### src/rtl/fp_addsub_arbiter.sv
// Round-robin arbiter sharing one FP32 adder/subtractor among N_REQ requesters.
// Each operation: accept in IDLE, one EXEC cycle, then hold the result in RESP.

module fp_addsub (
    input  logic [31:0] a,
    input  logic [31:0] b,
    input  logic        sub,
    output logic [31:0] result
);
    logic        sa, sb, sx, sy, swap;
    logic [7:0]  ea, eb, ex, ey, d;
    logic [23:0] ma, mb, mx, my, mf;
    logic [4:0]  sh_amt, lz;
    logic [49:0] sh;
    logic [26:0] al, nm;
    logic [27:0] s;
    logic [24:0] mr;
    logic signed [9:0] ne, ef;
    logic        inc, nan_a, nan_b, inf_a, inf_b;

    // Align, add/subtract magnitudes, normalise, round to nearest even.
    // Subnormal inputs are flushed to zero; underflow flushes to signed zero.
    always_comb begin
        sa = a[31];
        sb = b[31] ^ sub;
        ea = a[30:23];
        eb = b[30:23];
        ma = (ea == 8'd0) ? 24'd0 : {1'b1, a[22:0]};
        mb = (eb == 8'd0) ? 24'd0 : {1'b1, b[22:0]};
        swap = {eb, mb} > {ea, ma};
        sx = swap ? sb : sa;
        sy = swap ? sa : sb;
        ex = swap ? eb : ea;
        ey = swap ? ea : eb;
        mx = swap ? mb : ma;
        my = swap ? ma : mb;
        d = ex - ey;
        sh_amt = (d > 8'd31) ? 5'd31 : d[4:0];
        sh = {my, 26'd0} >> sh_amt;
        al = {sh[49:24], |sh[23:0]};
        if (sx == sy)
            s = {1'b0, mx, 3'd0} + {1'b0, al};
        else
            s = {1'b0, mx, 3'd0} - {1'b0, al};
        lz = 5'd0;
        for (int i = 0; i < 27; i++)
            if (s[i]) lz = 5'(26 - i);
        if (s[27]) begin
            nm = {s[27:2], s[1] | s[0]};
            ne = $signed({2'b00, ex}) + 10'sd1;
        end else begin
            nm = s[26:0] << lz;
            ne = $signed({2'b00, ex}) - $signed({5'd0, lz});
        end
        inc = nm[2] & (nm[1] | nm[0] | nm[3]);
        mr = {1'b0, nm[26:3]} + {24'd0, inc};
        mf = mr[24] ? mr[24:1] : mr[23:0];
        ef = mr[24] ? ne + 10'sd1 : ne;
        nan_a = (ea == 8'hFF) && (a[22:0] != 23'd0);
        nan_b = (eb == 8'hFF) && (b[22:0] != 23'd0);
        inf_a = (ea == 8'hFF) && (a[22:0] == 23'd0);
        inf_b = (eb == 8'hFF) && (b[22:0] == 23'd0);
        if (nan_a || nan_b || (inf_a && inf_b && (sa != sb)))
            result = 32'h7FC0_0000;
        else if (inf_a)
            result = {sa, 8'hFF, 23'd0};
        else if (inf_b)
            result = {sb, 8'hFF, 23'd0};
        else if (s == 28'd0)
            result = {sa & sb, 31'd0};
        else if (ef <= 10'sd0)
            result = {sx, 31'd0};
        else if (ef >= 10'sd255)
            result = {sx, 8'hFF, 23'd0};
        else
            result = {sx, ef[7:0], mf[22:0]};
    end
endmodule

module fp_addsub_arbiter #(
    parameter int N_REQ = 4,
    parameter int PTR_W = 2
) (
    input  logic                  clk,
    input  logic                  rst_n,
    input  logic [N_REQ-1:0]      req_valid,
    output logic [N_REQ-1:0]      req_ready,
    input  logic [32*N_REQ-1:0]   req_a,
    input  logic [32*N_REQ-1:0]   req_b,
    input  logic [N_REQ-1:0]      req_sub,
    output logic [N_REQ-1:0]      rsp_valid,
    input  logic [N_REQ-1:0]      rsp_ready,
    output logic [31:0]           rsp_data,
    output logic                  busy,
    output logic [PTR_W-1:0]      owner
);
    typedef enum logic [1:0] {
        IDLE = 2'd0,
        EXEC = 2'd1,
        RESP = 2'd2
    } state_t;

    state_t           state, state_nx;
    logic [PTR_W-1:0] ptr, win, ptr_nx;
    logic             found, accept, done;
    logic [31:0]      op_a, op_b, result_reg, fp_result;
    logic             op_sub;
    int               j;

    fp_addsub u_fp (
        .a      (op_a),
        .b      (op_b),
        .sub    (op_sub),
        .result (fp_result)
    );

    // Round-robin search starting at ptr for the first valid requester.
    always_comb begin
        win = ptr;
        found = 1'b0;
        j = 0;
        for (int k = 0; k < N_REQ; k++) begin
            j = int'(ptr) + k;
            if (j >= N_REQ) j = j - N_REQ;
            if (!found && req_valid[j]) begin
                win = PTR_W'(j);
                found = 1'b1;
            end
        end
    end

    // Next state and handshake outputs.
    always_comb begin
        state_nx = state;
        req_ready = '0;
        rsp_valid = '0;
        accept = 1'b0;
        done = 1'b0;
        unique case (state)
            IDLE: begin
                req_ready[win] = found;
                accept = found;
                if (found) state_nx = EXEC;
            end
            EXEC: state_nx = RESP;
            RESP: begin
                rsp_valid[owner] = 1'b1;
                if (rsp_ready[owner]) begin
                    done = 1'b1;
                    state_nx = IDLE;
                end
            end
            default: state_nx = IDLE;
        endcase
    end

    assign ptr_nx = (int'(owner) == N_REQ - 1) ? '0 : owner + 1'b1;
    assign busy = (state != IDLE);
    assign rsp_data = result_reg;

    // State register.
    always_ff @(posedge clk or negedge rst_n) begin
        if (!rst_n) state <= IDLE;
        else        state <= state_nx;
    end

    // Operand capture, result register and round-robin pointer.
    always_ff @(posedge clk or negedge rst_n) begin
        if (!rst_n) begin
            ptr        <= '0;
            owner      <= '0;
            op_a       <= '0;
            op_b       <= '0;
            op_sub     <= 1'b0;
            result_reg <= '0;
        end else begin
            if (accept) begin
                op_a   <= req_a[32*win +: 32];
                op_b   <= req_b[32*win +: 32];
                op_sub <= req_sub[win];
                owner  <= win;
            end
            if (state == EXEC) result_reg <= fp_result;
            if (done) ptr <= ptr_nx;
        end
    end
endmodule

### config.mk
export PLATFORM = sky130hd
export DESIGN_NAME = fp_addsub_arbiter
export DESIGN_NICKNAME = d
export VERILOG_FILES = /design/src/rtl/fp_addsub_arbiter.sv
export SDC_FILE = /design/constraint.sdc
export NUM_CORES = 1
export LEC_CHECK = 0
export BUFFER_PORTS_ARGS = -buffer_cell sky130_fd_sc_hd__buf_2
export CAP_MARGIN = 20
export CORE_ASPECT_RATIO = 1.75
export CORE_UTILIZATION = 35
export DETAILED_ROUTE_END_ITERATION = 8
export PLACE_DENSITY_LB_ADDON = 0.2
export SLEW_MARGIN = 10
export SYNTH_ARGS = -nofsm -noshare
export SYNTH_HDL_FRONTEND = slang
export SYNTH_HIERARCHICAL = 1
export SYNTH_SLANG_ARGS = --single-unit
### constraint.sdc
create_clock -name clk -period 31.6 [get_ports clk]
set_input_delay 1.58 -clock clk [delete_from_list [all_inputs] [get_ports clk]]
set_output_delay 1.58 -clock clk [all_outputs]
set_load 0.005 [all_outputs]
==> results.md <==
* Slowest-stage cell, CP: a211oi_2
* Max Cap Viol at 0
* Ys Warns at 6
* Setup bufs post-CTS at 0
* Port Buffers at 312
* Register area share after synthesis at roughly 14%
* Critical path's top delay family: compound AO/OA/AOI/OAI gates
* Share of layout cells above drive strength 1 at 19.2%
* Area growth syn-to-layout at 13.0%
* H-tree depth at 3
* Max-slew violation count at 0
* Root buffer cell: clkbuf_16
* Clk Latency, worst-skew pair at about 0.37 ns
* I/O pins at roughly 310
* Initial antenna violation count at 1
* Status: finished, final reports clean
* DP HPWL at 69.0 mm
* Main area contributors after synthesis: dfrtp_1 (14%), mux2i_1 (9.0%), ha_1 (6.6%)
* First-pass DRT Iterations at 8
* Global placer's final weighted congestion at 1.04
* Final TNS setup at 0 ns
* Num CTS Buffers at 9
* Commonest cells post-synth: nand2_1 (304), nor2_1 (178), a21oi_1 (170), mux2i_1 (162), o21ai_0 (122)
* Fraction of registers with async set/reset at 100%
* Vias per cell at 6.30
* Post-synth EDFFs at 0
* WL final at 85.1 mm
* Die Ht at ~300 microns
* Vias at approximately 21000
* Hold_buf cts at 0
* Synth area leader: dfrtp_1
* Skew final at 0.0202 ns
* DRC at 0
* Top-area cell type share of the netlist area at roughly 14%
* Average cell area after synthesis at 7.30 sq um
* Core ar. at 0.0507 sq mm
* GRT overflow at 0
* DRT iter0 DRCs at 1892
* Critical path class: reg -> reg
* TritonCTS clock tree: built
* Die Span X at 174 microns
* #FFs+latches synth at 103
* CP arrival at 17.73 ns
* Synth Cell Area at 0.0181 sq mm
* Slew at the pin with the worst max-slew slack at 1.11 ns
* Largest net degree at the start of global routing at 74
* Most used DFF post-synth: dfrtp_1
* DR WL/cell at 25.4 microns
* Min-Delay Path Class: reg -> reg
* Max_slew headroom at roughly a quarter
* CP startpoint kind: register
* Worst-path clk slew at 0.08 ns
* NumNets Final at 3043
* First-pass GRT wire length at 126 mm
* Syn nets at 2839
* Final Hold Viols at 0
* Num rows at around 110
* Crit end category: register
* CP max FO at 27
* Fin crit share at a little under three fifths
* WP buf/inv at 1
* Initial Utilization at 35.6%
* Total GRT Usage at 31.4%
* Finish-stage setup viols at 0
* RSZ-0062 raised after global routing: no
* CTS Sinks at 103
* Mapped Cells at 2472
* Antenna Violating Nets Remaining at 0
* Die footprint at 0.0525 sq mm
* Minimum clock period at 17.42 ns
* Post-synth cell types at roughly 110
* Vias in the first global route at around 21000
* CTS max path bufs at 2
* Fmax at 0.0574 GHz
* Top-count cell post-synth: nand2_1
* Req. time, crit path at 31.91 ns
* Cells resized by post-CTS repair at 0
* N_diodes at 0
* Max incr delay on CP at 0.95 ns
cell families (layout without fill, tap and decap cells):
family / after synthesis / after routing / synth area share [%]
AOI/OAI and AO/OA: 825 / 825 / 32.3
xor gates and xnor gates: 60 / 60 / 2.91
adders and majority gates: 97 / 97 / 6.80
buffers and inverters: 274 / 483 / 6.55
DFF: 103 / 103 / 14.3
muxes: 215 / 215 / 12.6
and+or+nand+nor: 898 / 898 / 24.6
stage by stage:
| step | setup WS, ns | utilization, % | instances | area, sq um | hold WS, ns |
|---|---|---|---|---|---|
| floorplan | 17.82 | - | 2472 | 18100 | 0.470 |
| global placement | 14.53 | 39.5 | 3328 | 20100 | 0.488 |
| detailed placement | 14.43 | 39.5 | 3328 | 20100 | 0.495 |
| CTS | 14.40 | 40.2 | 3344 | 20400 | 0.515 |
| global route | 13.11 | 40.2 | 3347 | 20400 | 0.526 |
| finish | 14.18 | 40.2 | 3347 | 20400 | 0.513 |
flip-flops by register name (all words and copies together), names as in the netlist:
| register | count |
|---|---|
| state | 2 |
| op_b | 32 |
| op_a | 32 |
| ptr | 2 |
| rsp_data | 32 |
| op_sub | 1 |
| owner | 2 |
layout make-up:
cell class / instances / area, sq um
clock buffer: 9 / 225
timing repair buffer: 360 / 1930
inverter: 107 / 404
clock inverter: 7 / 90.1
multi-input combinational: 2095 / 14300
tap: 666 / 833
sequential: 103 / 2580
fill: 5379 / 30300
cells in the final DEF, fill, tap and decap left out, types with 14 or more instances in the layout:
cell type    n
inv_1      101
xor2_1      20
or2_2       18
nor3_1      59
mux2_2      46
a31oi_1     35
nor2b_1     20
buf_2      311
a211oi_1    42
dfrtp_1    103
buf_4       46
o21ai_1     15
o211ai_1    49
ha_1        95
o221ai_1    77
nand2_1    302
xnor2_1     40
o21a_1      22
o21ai_0    122
a21oi_1    169
a211o_1     14
nand4_1     39
nand2b_1    17
and2_1      43
a21o_1      40
and3_1      23
or3_1       29
nand3_1     67
o22ai_1     21
o21bai_1    20
nor2_1     178
mux2i_1    162
nor4_1      34
worst paths after layout:
check / endpoint / cells after the start / slack, ns / start
max in group asynchronous: op_b[4]$_DFFE_PN0P_ / 2 / 29.19 / rst_n
min: rsp_data[9]$_DFFE_PN0N_ / 1 / 0.51 / rsp_data[9]$_DFFE_PN0N_
min reg2reg: rsp_data[9]$_DFFE_PN0N_ / 1 / 0.51 / rsp_data[9]$_DFFE_PN0N_
max reg2reg: rsp_data[0]$_DFFE_PN0N_ / 48 / 14.18 / op_b[24]$_DFFE_PN0P_
max: rsp_data[0]$_DFFE_PN0N_ / 48 / 14.18 / op_b[24]$_DFFE_PN0P_
min in group asynchronous: rsp_data[9]$_DFFE_PN0N_ / 1 / 1.18 / rst_n
metal layers:
layer  track usage, %  up-vias  part of all wire, %
met4             22.5        0                  7.9
met2             60.8     1083                   52
met3             3.25      295                  5.2
met5                0        -                    0
met1             31.0     9921                   34
li1                 -     9777                    -
Power is left out: the tool's default activity adds up to more than one toggle a clock period on the data nets, which glitch-free logic cannot reach.
